File: src/rtl/ptp_rtc_frac.sv
// -----------------------------------------------------------------------------
// ptp_rtc_frac
//
// PTP real-time clock with a fractional-nanosecond accumulator.
// Internal time (seconds + nanoseconds + fraction) advances every clock by a
// programmable period. An optional slew adds a signed step per cycle for a
// programmable number of cycles. PTP time is internal time plus a signed
// offset, with carry/borrow into seconds, registered one stage later.
// A PPS pulse of PPS_LEN cycles starts on every seconds rollover.
//
// Configuration macro:
//   PTP_RTC_FRAC_SLEW_EN  defined   -> slew FSM and step adder present
//                         undefined -> i_adj_* ignored, o_adj_busy = 0
//
// Parameters:
//   SEC_W          width of seconds counters
//   FNS_W          fractional nanosecond bits
//   PERIOD_NS_RST  integer ns per cycle after reset (fraction resets to 0)
//   PPS_LEN        PPS high time in clk cycles
//
// Ports:
//   clk, rst                          clock, asynchronous active-high reset
//   i_period_ld/_nsec/_frac           load per-cycle period (ns.frac)
//   i_time_ld/_sec/_nsec              direct internal time load
//   i_offset_ld/_nsec                 load signed PTP offset (ns)
//   i_adj_ld/_cnt/_nsec/_frac         start slew: cnt cycles of signed step
//   o_int_time_sec/_nsec/_frac        internal time
//   o_ptp_time_sec/_nsec              PTP time (internal + offset)
//   o_pps                             pulse-per-second
//   o_adj_busy                        slew in progress
// -----------------------------------------------------------------------------
module ptp_rtc_frac #(
    parameter int SEC_W         = 48,
    parameter int FNS_W         = 16,
    parameter int PERIOD_NS_RST = 8,
    parameter int PPS_LEN       = 20
) (
    input  logic               clk,
    input  logic               rst,
    input  logic               i_period_ld,
    input  logic [7:0]         i_period_nsec,
    input  logic [FNS_W-1:0]   i_period_frac,
    input  logic               i_time_ld,
    input  logic [SEC_W-1:0]   i_time_sec,
    input  logic [29:0]        i_time_nsec,
    input  logic               i_offset_ld,
    input  logic [31:0]        i_offset_nsec,
    input  logic               i_adj_ld,
    input  logic [7:0]         i_adj_cnt,
    input  logic [7:0]         i_adj_nsec,
    input  logic [FNS_W-1:0]   i_adj_frac,
    output logic [SEC_W-1:0]   o_int_time_sec,
    output logic [29:0]        o_int_time_nsec,
    output logic [FNS_W-1:0]   o_int_time_frac,
    output logic [SEC_W-1:0]   o_ptp_time_sec,
    output logic [29:0]        o_ptp_time_nsec,
    output logic               o_pps,
    output logic               o_adj_busy
);

    localparam int ACC_W = 30 + FNS_W;      // {nsec, frac}
    localparam int INC_W = 8 + FNS_W + 2;   // signed period + step, no overflow
    localparam int PPS_W = (PPS_LEN > 1) ? $clog2(PPS_LEN) : 1;

    // One second expressed in accumulator units (ns << FNS_W)
    localparam logic [ACC_W:0]     ROLL      = (ACC_W+1)'(1000000000) << FNS_W;
    localparam logic signed [32:0] NS_PER_S  = 33'sd1000000000;
    localparam logic [PPS_W-1:0]   PPS_RELOAD = PPS_W'(PPS_LEN - 1);

    // ------------------------------------------------------------------
    // State registers
    // ------------------------------------------------------------------
    logic [7+FNS_W:0]   r_period;
    logic [ACC_W-1:0]   r_acc;
    logic [SEC_W-1:0]   r_sec;
    logic [31:0]        r_offset;
    logic [SEC_W-1:0]   r_ptp_sec;
    logic [29:0]        r_ptp_nsec;
    logic               r_pps;
    logic [PPS_W-1:0]   r_pps_cnt;

    // ------------------------------------------------------------------
    // Slew step (optional)
    // ------------------------------------------------------------------
    logic signed [INC_W-1:0] w_step;
    logic                    w_busy;

`ifdef PTP_RTC_FRAC_SLEW_EN
    localparam logic [0:0] ST_IDLE = 1'b0;
    localparam logic [0:0] ST_SLEW = 1'b1;

    logic [0:0]         r_state;
    logic [7:0]         r_adj_cnt;
    logic [7+FNS_W:0]   r_adj_step;   // signed ns : unsigned frac, as one fixed-point word

    always_ff @(posedge clk or posedge rst) begin
        if (rst) begin
            r_state    <= ST_IDLE;
            r_adj_cnt  <= '0;
            r_adj_step <= '0;
        end else if (i_adj_ld && (i_adj_cnt != 8'd0)) begin
            // Starting or restarting: remaining count of an active slew is dropped
            r_state    <= ST_SLEW;
            r_adj_cnt  <= i_adj_cnt;
            r_adj_step <= {i_adj_nsec, i_adj_frac};
        end else if (r_state == ST_SLEW) begin
            // Counts down even on a time-load cycle
            r_adj_cnt <= r_adj_cnt - 8'd1;
            if (r_adj_cnt == 8'd1) begin
                r_state <= ST_IDLE;
            end
        end
    end

    assign w_busy = (r_state == ST_SLEW);
    assign w_step = w_busy ? {{2{r_adj_step[7+FNS_W]}}, r_adj_step} : '0;
`else
    logic w_adj_unused;
    assign w_adj_unused = ^{i_adj_ld, i_adj_cnt, i_adj_nsec, i_adj_frac};
    assign w_busy = 1'b0;
    assign w_step = '0;
`endif

    // ------------------------------------------------------------------
    // Increment and rollover
    // ------------------------------------------------------------------
    logic signed [INC_W-1:0] w_inc_s;
    logic [ACC_W:0]          w_inc;
    logic [ACC_W:0]          w_sum;
    logic [ACC_W:0]          w_sum_wrapped;
    logic                    w_roll;
    logic [ACC_W-1:0]        w_acc_next;
    logic                    w_acc_hi_unused;
    logic                    w_roll_evt;

    assign w_inc_s = $signed({2'b00, r_period}) + w_step;
    // A negative net increment would run time backwards; hold instead
    assign w_inc   = w_inc_s[INC_W-1] ? '0 : (ACC_W+1)'($unsigned(w_inc_s));
    assign w_sum   = {1'b0, r_acc} + w_inc;
    assign w_roll  = (w_sum >= ROLL);
    assign w_sum_wrapped = w_roll ? (w_sum - ROLL) : w_sum;
    assign {w_acc_hi_unused, w_acc_next} = w_sum_wrapped;
    // Only a rollover from counting is a real second boundary
    assign w_roll_evt = w_roll && !i_time_ld;

    always_ff @(posedge clk or posedge rst) begin
        if (rst) begin
            r_period <= {8'(PERIOD_NS_RST), {FNS_W{1'b0}}};
        end else if (i_period_ld) begin
            r_period <= {i_period_nsec, i_period_frac};
        end
    end

    always_ff @(posedge clk or posedge rst) begin
        if (rst) begin
            r_acc <= '0;
            r_sec <= '0;
        end else if (i_time_ld) begin
            r_acc <= {i_time_nsec, {FNS_W{1'b0}}};
            r_sec <= i_time_sec;
        end else begin
            r_acc <= w_acc_next;
            if (w_roll) begin
                r_sec <= r_sec + 1'b1;
            end
        end
    end

    // ------------------------------------------------------------------
    // PPS
    // ------------------------------------------------------------------
    always_ff @(posedge clk or posedge rst) begin
        if (rst) begin
            r_pps     <= 1'b0;
            r_pps_cnt <= '0;
        end else if (w_roll_evt) begin
            r_pps     <= 1'b1;
            r_pps_cnt <= PPS_RELOAD;
        end else if (r_pps_cnt != '0) begin
            r_pps_cnt <= r_pps_cnt - 1'b1;
        end else begin
            r_pps <= 1'b0;
        end
    end

    // ------------------------------------------------------------------
    // Offset and PTP time
    // ------------------------------------------------------------------
    logic signed [32:0] w_ptp_sum;
    logic signed [32:0] w_ptp_norm;
    logic [2:0]         w_ptp_hi_unused;
    logic [29:0]        w_ptp_nsec;
    logic [SEC_W-1:0]   w_ptp_sec;

    always_ff @(posedge clk or posedge rst) begin
        if (rst) begin
            r_offset <= '0;
        end else if (i_offset_ld) begin
            r_offset <= i_offset_nsec;
        end
    end

    // |offset| < 1e9 and nsec < 1e9, so one carry or borrow is enough
    assign w_ptp_sum = $signed({3'b000, r_acc[ACC_W-1:FNS_W]}) + $signed({r_offset[31], r_offset});

    always_comb begin
        w_ptp_norm = w_ptp_sum;
        w_ptp_sec  = r_sec;
        if (w_ptp_sum >= NS_PER_S) begin
            w_ptp_norm = w_ptp_sum - NS_PER_S;
            w_ptp_sec  = r_sec + 1'b1;
        end else if (w_ptp_sum < 0) begin
            w_ptp_norm = w_ptp_sum + NS_PER_S;
            w_ptp_sec  = r_sec - 1'b1;
        end
    end

    assign {w_ptp_hi_unused, w_ptp_nsec} = w_ptp_norm;

    always_ff @(posedge clk or posedge rst) begin
        if (rst) begin
            r_ptp_sec  <= '0;
            r_ptp_nsec <= '0;
        end else begin
            r_ptp_sec  <= w_ptp_sec;
            r_ptp_nsec <= w_ptp_nsec;
        end
    end

    // ------------------------------------------------------------------
    // Outputs (all straight from registers)
    // ------------------------------------------------------------------
    assign o_int_time_sec  = r_sec;
    assign o_int_time_nsec = r_acc[ACC_W-1:FNS_W];
    assign o_int_time_frac = r_acc[FNS_W-1:0];
    assign o_ptp_time_sec  = r_ptp_sec;
    assign o_ptp_time_nsec = r_ptp_nsec;
    assign o_pps           = r_pps;
    assign o_adj_busy      = w_busy;

endmodule

File: config.mk
export PLATFORM = sky130hd
export DESIGN_NAME = ptp_rtc_frac
export DESIGN_NICKNAME = d
export VERILOG_FILES = /design/src/rtl/ptp_rtc_frac.sv
export SDC_FILE = /design/constraint.sdc
export NUM_CORES = 1
export LEC_CHECK = 0
export CAP_MARGIN = 20
export CELL_PAD_IN_SITES_DETAIL_PLACEMENT = 0
export CELL_PAD_IN_SITES_GLOBAL_PLACEMENT = 1
export CORE_ASPECT_RATIO = 0.8
export CORE_MARGIN = 4
export CORE_UTILIZATION = 39
export DETAILED_ROUTE_END_ITERATION = 12
export GPL_TIMING_DRIVEN = 1
export PLACE_DENSITY = 0.8
export SLEW_MARGIN = 20
export SYNTH_ARGS = -nofsm -noshare
export SYNTH_HDL_FRONTEND = slang
export SYNTH_SLANG_ARGS = --single-unit
export TNS_END_PERCENT = 10
File: constraint.sdc
create_clock -name clk -period 10.7 [get_ports clk]
set_clock_uncertainty 0.05 [all_clocks]
set_input_delay 2.14 -clock clk [delete_from_list [all_inputs] [get_ports clk]]
set_output_delay 2.14 -clock clk [all_outputs]
set_load 0.02 [all_outputs]
## Word level (Yosys, flattened, before mapping)

Cells that the tools add are included.

| storage, ports and cells | value |
|---|---|
| flip-flop bits (word level) | 234 |
| bits of input ports | 172 |
| output and inout port bits | 174 |
| word-level logic and storage cells | 37 |

| cells by class | value |
|---|---|
| add/sub/neg operators | 8 |
| order comparisons | 3 |
| equal/unequal tests | 1 |
| multiplexer cells | 12 |
| reductions and logical operators | 5 |

Operators by type and width:

| operator | count |
|---|---|
| 48-bit 2-to-1 mux | 4 |
| 46-bit 2-to-1 mux | 2 |
| 30-bit 2-to-1 mux | 2 |
| 48-bit by 1-bit adder with 48-bit output, second input constant | 1 |
| 48-bit by 1-bit subtractor with 48-bit output, second input constant | 1 |
| 46-bit by 24-bit adder with 47-bit output | 1 |
| 47-bit by 46-bit >= comparator with 1-bit output, second input constant | 1 |
| 46-bit subtractor, second input constant | 1 |
| 31-bit by 32-bit adder with 33-bit output | 1 |
| 33-bit by 31-bit >= comparator with 1-bit output, second input constant | 1 |
| 33-bit by 1-bit < comparator with 1-bit output, second input constant | 1 |
| 30-bit by 28-bit adder with 30-bit output, second input constant | 1 |
| 30-bit by 28-bit subtractor with 30-bit output, second input constant | 1 |
| 5-bit 2-to-1 mux | 2 |
| 5-bit nonzero test | 1 |
| 5-bit by 1-bit subtractor with 5-bit output, second input constant | 1 |
| 2-bit nonzero test | 2 |
| 1-bit 2-to-1 mux | 2 |
| 2-bit != test, second input constant | 1 |
| 1-bit logical AND | 1 |
| 1-bit logical NOT | 1 |

## Depth between registers and ports, before layout

| depth | value |
|---|---|
| word-level depth | 4 |
| mapped depth | 19 |
| gate-level depth less buffers | 18 |

## Worst setup path before layout

OpenSTA, ideal clock, no wires.

| timing path | value |
|---|---|
| path type | reg2reg |
| from | register r_acc[16] |
| to | register r_ptp_sec[25] (netlist: o_ptp_time_sec[25]) |
| library setup time | 0.132 ns |
| data arrival time | 4.409 ns |
| data required time | 10.518 ns |
| path slack | 6.110 ns |
| cell stages (with the launch flop) | 20 |
| path buffers | 1 |
| clock period less this slack | 4.590 ns |
| path through | dfrtp_1 > ha_1 > fa_1 > a211oi_1 > nor3_2 > o31a_1 > o21ai_0 > and2_1 > inv_1 > ha_1 > inv_1 > o21ai_0 > a311oi_1 > o2111a_1 > o2111ai_1 > a31o_1 > nor3_4 > buf_2 > a41oi_1 > xnor2_1 |

| between the ends | value |
|---|---|
| word-level cells in the longest chain between the ends | 4 |
| elaborated cells between the ends (all ways) | 5 |
| those cells by class | 1 x add/sub; 2 x order compare; 2 x mux |

RTL lines:

| what | RTL line | source |
|---|---|---|
| start, declared | 74 | `logic [ACC_W-1:0] r_acc;` |
| start signal, assigned | 159 | `r_acc <= {i_time_nsec, {FNS_W{1'b0}}};` |
| start signal, assigned | 162 | `r_acc <= w_acc_next;` |
| 31-bit by 32-bit adder with 33-bit output (*) | 204 | `assign w_ptp_sum = $signed({3'b000, r_acc[ACC_W-1:FNS_W]}) + $signed({r_offset[31], r_offset});` |
| 33-bit by 1-bit < comparator with 1-bit output | 212 | `end else if (w_ptp_sum < 0) begin` |
| 48-bit 2-to-1 mux | 212 |  |
| 48-bit 2-to-1 mux (*) | 209 | `if (w_ptp_sum >= NS_PER_S) begin` |
| via w_ptp_sec[25] | 193 | `logic [SEC_W-1:0] w_ptp_sec;` |
| end signal, assigned | 225 | `r_ptp_sec <= w_ptp_sec;` |
| end, declared | 77 | `logic [SEC_W-1:0] r_ptp_sec;` |

The timed path passes the listed nets; every way through them passes the cells marked *.
A chain may end at the register's enable or synchronous reset.

## Worst setup path in the final report

| timing path | value |
|---|---|
| from | register r_acc[16] |
| to | register r_ptp_sec[47] (netlist: o_ptp_time_sec[47]) |

Same word-level chain as after synthesis.

==> out/qor.yml <==
routing:
  postRouteAntennaNets: 0
  finalWirelength_microns: 61000
  drc: 0
  vias: 17000
  wl_per_cell_microns: 21.3
  dr.pass1.iters: 6
  drtIter0Drc: 1340
  viasPerCell: 5.94
timing:
  slew_headroom_pct: 28.9
  rsz0062_at_grt: "false"
  maxSlewViolCount: 0
  fin_ws_ps: 4430
  hold_viol_final: 0
  tns_ps: 0
  max_freq_ghz: 0.159
  worstMarginPinSlew_ps: 1070
  holdWs_ps: 456
  min_period_over_period_pct: 58.6
  setup_viol: 0
  period_needed_ps: 6270
layout:
  area_growth_pct: 24.8
  multiInputGateArea_sq_um: 10700
  final_core_util_pct: 49.6
  register_area_sq_um: 5860
  nFillCells: 4085
  drive_gt1_share_pct: 7.77
  finalNetCount: 2484
  final_cell_mix: "clkdlybuf4s50_1 (309), dfrtp_1 (233), nand2_1 (154)"
  final_common_cell: "clkdlybuf4s50_1"
pwr:
  comb_power_share_pct: 54.5
  p_sw_w: 0.00225
  vdd_drop_max_v: 0.000121
  pwr_density_cell_nw_per_um2: 234
  leakage_nw: 8.35
  p_int_w: 0.00279
  pwr-share-clk_pct: 19.1
  swShare_pct: 44.6
  total_power_w: 0.00504
  p_seq_share_pct: 26.3
clock_tree:
  cts_sinks: 234
  cts_root_buf: "clkbuf_16"
  cts_buffers: 27
  clk-insertion-delay-late_ps: 570
  cts_tree: "done"
  clkTransAtPathRegs_ps: 60
  htreeDepth: 1
  clockBufferDepth: 3
  ctsHoldBuffers: 0
  postCtsSetupBuffers: 0
  cts_resized: 0
setup_path:
  worstReg2RegEnd: "o_ptp_time_sec[47]"
  r2r_slack_ps: 4430
  cp_max_fo: 46
  reg2regPathDepth: 19
  cp_slowest_cell: "nor3_4"
  cp.required_ps: 11070
  crit_arrival_ps: 6650
  cp_top_family: "compound AO/OA/AOI/OAI gates"
  path_class: "flop to flop"
  max_stage_delay_ps: 560
  cp_cell_sequence: "ha_1 > fa_1 > a211oi_1 > nor3_2 > o31a_1 > o21ai_0 > and2_1 > inv_1 > ha_1 > inv_1 > o21ai_0 > a311oi_1 > o2111a_1 > o2111ai_1 > a31o_1 > nor3_4 > buf_4 > a31oi_1 > xnor2_1"
  crit_buf_inv: 3
  crit_path_end_kind: "flop"
  start_kind: "flop"
  r2r_start: "r_acc[16]"
placement:
  dpl.hpwl_microns: 44900
  io_buffers: 311
  pre_cts_slack_ps: 4520
  gp_congestion: 0.915
die:
  die_area_sq_um: 47800
  rows: 68
  die_x_microns: 243
  io_pins: 346
  fp.dieH_microns: 196
  core_area_sq_um: 43500
  initial_core_util_pct: 39.7
global_routing:
  grt_pass1_wl_microns: 94700
  grt_usage_pct: 24.5
  antenna_found_initial: 11
  grt_max_degree: 109
  grt-ovfl-total: 0
  grt_pass1_vias: 16600
job:
  drv_cap: 0
logic_synthesis:
  synth_seq_cells: 234
  synth_nets: 2277
  synthArstFlopShare_pct: 100
  synthFlopType: "dfrtp_1"
  synth_edf_count: 0
  yosysUniqueCellTypes: 95
  yosysWarningCount: 0
  syn_avg_cell_area_sq_um: 8.46
  ys_seq_area_share_pct: 33.9
  syn_area_sq_um: 17300
  synth_cells: 2042
min_path:
  hold_depth: 2
  min_to: "o_pps"
  hold_path.class: "flop to flop"
  hp-start: "o_pps"
run_status:
  status: "completed"
-- power by group through the flow --
stage	logic, W	clock network [W]	registers, W
after floorplan	0.00168	0	0.00145
after global routing	0.00299	0.00102	0.00135
after CTS	0.00272	0.000988	0.00132
final	0.00275	0.000964	0.00133
after global placement	0.00267	0	0.00133
after detailed placement	0.00271	0	0.00133
-- final cells by class --
class | count | share of cell area [%]
clock inverters | 8 | 0.551
well taps | 595 | 3.45
repair buffers | 326 | 14.9
multi-input cells | 1616 | 49.4
clock buffers | 38 | 3.60
inverters | 44 | 0.801
flip-flops and latches | 234 | 27.2
diodes | 7 | 0.0812
-- per-layer routing --
| metal | vias up | track usage (%) | part of all wire, % |
|---|---|---|---|
| met2 | 607 | 37.2 | 44 |
| met3 | 95 | 4.89 | 6.8 |
| met1 | 8347 | 35.7 | 47 |
| li1 | 7976 | - | - |
| met4 | 10 | 6.58 | 2.3 |
| met5 | - | 0 | 0.11 |
-- logic make-up (layout without fill, tap and decap cells) --
group | Yosys count | after routing | synth area share [%]
buf+inv | 192 | 416 | 4.57
mux | 64 | 64 | 4.13
other cells | 1 | 8 | 0.0217
compound gates | 543 | 543 | 22.0
xor+xnor | 130 | 130 | 6.59
flops | 234 | 234 | 33.9
fa+ha+maj | 63 | 63 | 4.65
simple gates | 815 | 815 | 24.2
-- state kept, by name, indices dropped and copies added, names as in the netlist --
name             cells
r_acc               46
r_offset            32
o_pps                1
o_int_time_sec      48
o_ptp_time_nsec     30
r_pps_cnt            5
r_period            24
o_ptp_time_sec      48
-- worst max path at each step --
stage                    from                 end  slack (ps)  cells past startpoint
floorplan                 rst   o_int_time_sec[0]        2090                      1
global placement    r_acc[16]  o_ptp_time_sec[47]        4630                     19
detailed placement  r_acc[16]  o_ptp_time_sec[47]        4520                     19
CTS                 r_acc[16]  o_ptp_time_sec[47]        4480                     19
global route        r_acc[16]  o_ptp_time_sec[47]        4020                     19
finish              r_acc[16]  o_ptp_time_sec[47]        4430                     19
-- per-stage QoR --
step           cell area (sq um)  std cells
2_1_floorplan              17300       2042
3_3_place_gp               20600       2814
3_5_place_dp               20600       2814
4_1_cts                    21500       2860
5_1_grt                    21600       2865
6_report                   21600       2868
-- cells in the mapped netlist, types with 23 or more instances --
master	n	area, sq um
a22oi_1	54	405
a21oi_1	84	420
and3_1	33	206
o21ai_0	102	510
clkbuf_1	99	372
xor2_1	31	272
mux2_2	59	664
nor2_1	147	552
nor3_1	92	460
a21o_1	26	195
nor2b_1	59	369
nand3_1	147	736
nor4_1	23	144
ha_1	61	763
or3_1	26	163
dfrtp_1	233	5830
nand4_1	28	175
buf_2	30	150
xnor2_1	99	867
nand2_1	154	578
a31oi_1	58	363
inv_1	44	165
-- tightest hold or removal path, delay by kind of cell, from the launching register on --
kind,cells,cell delay (ps)
AOI/OAI and AO/OA,1,70
DFF,1,350
and+or+nand+nor,1,50
Note: power is estimated with default switching activity, not from simulation.
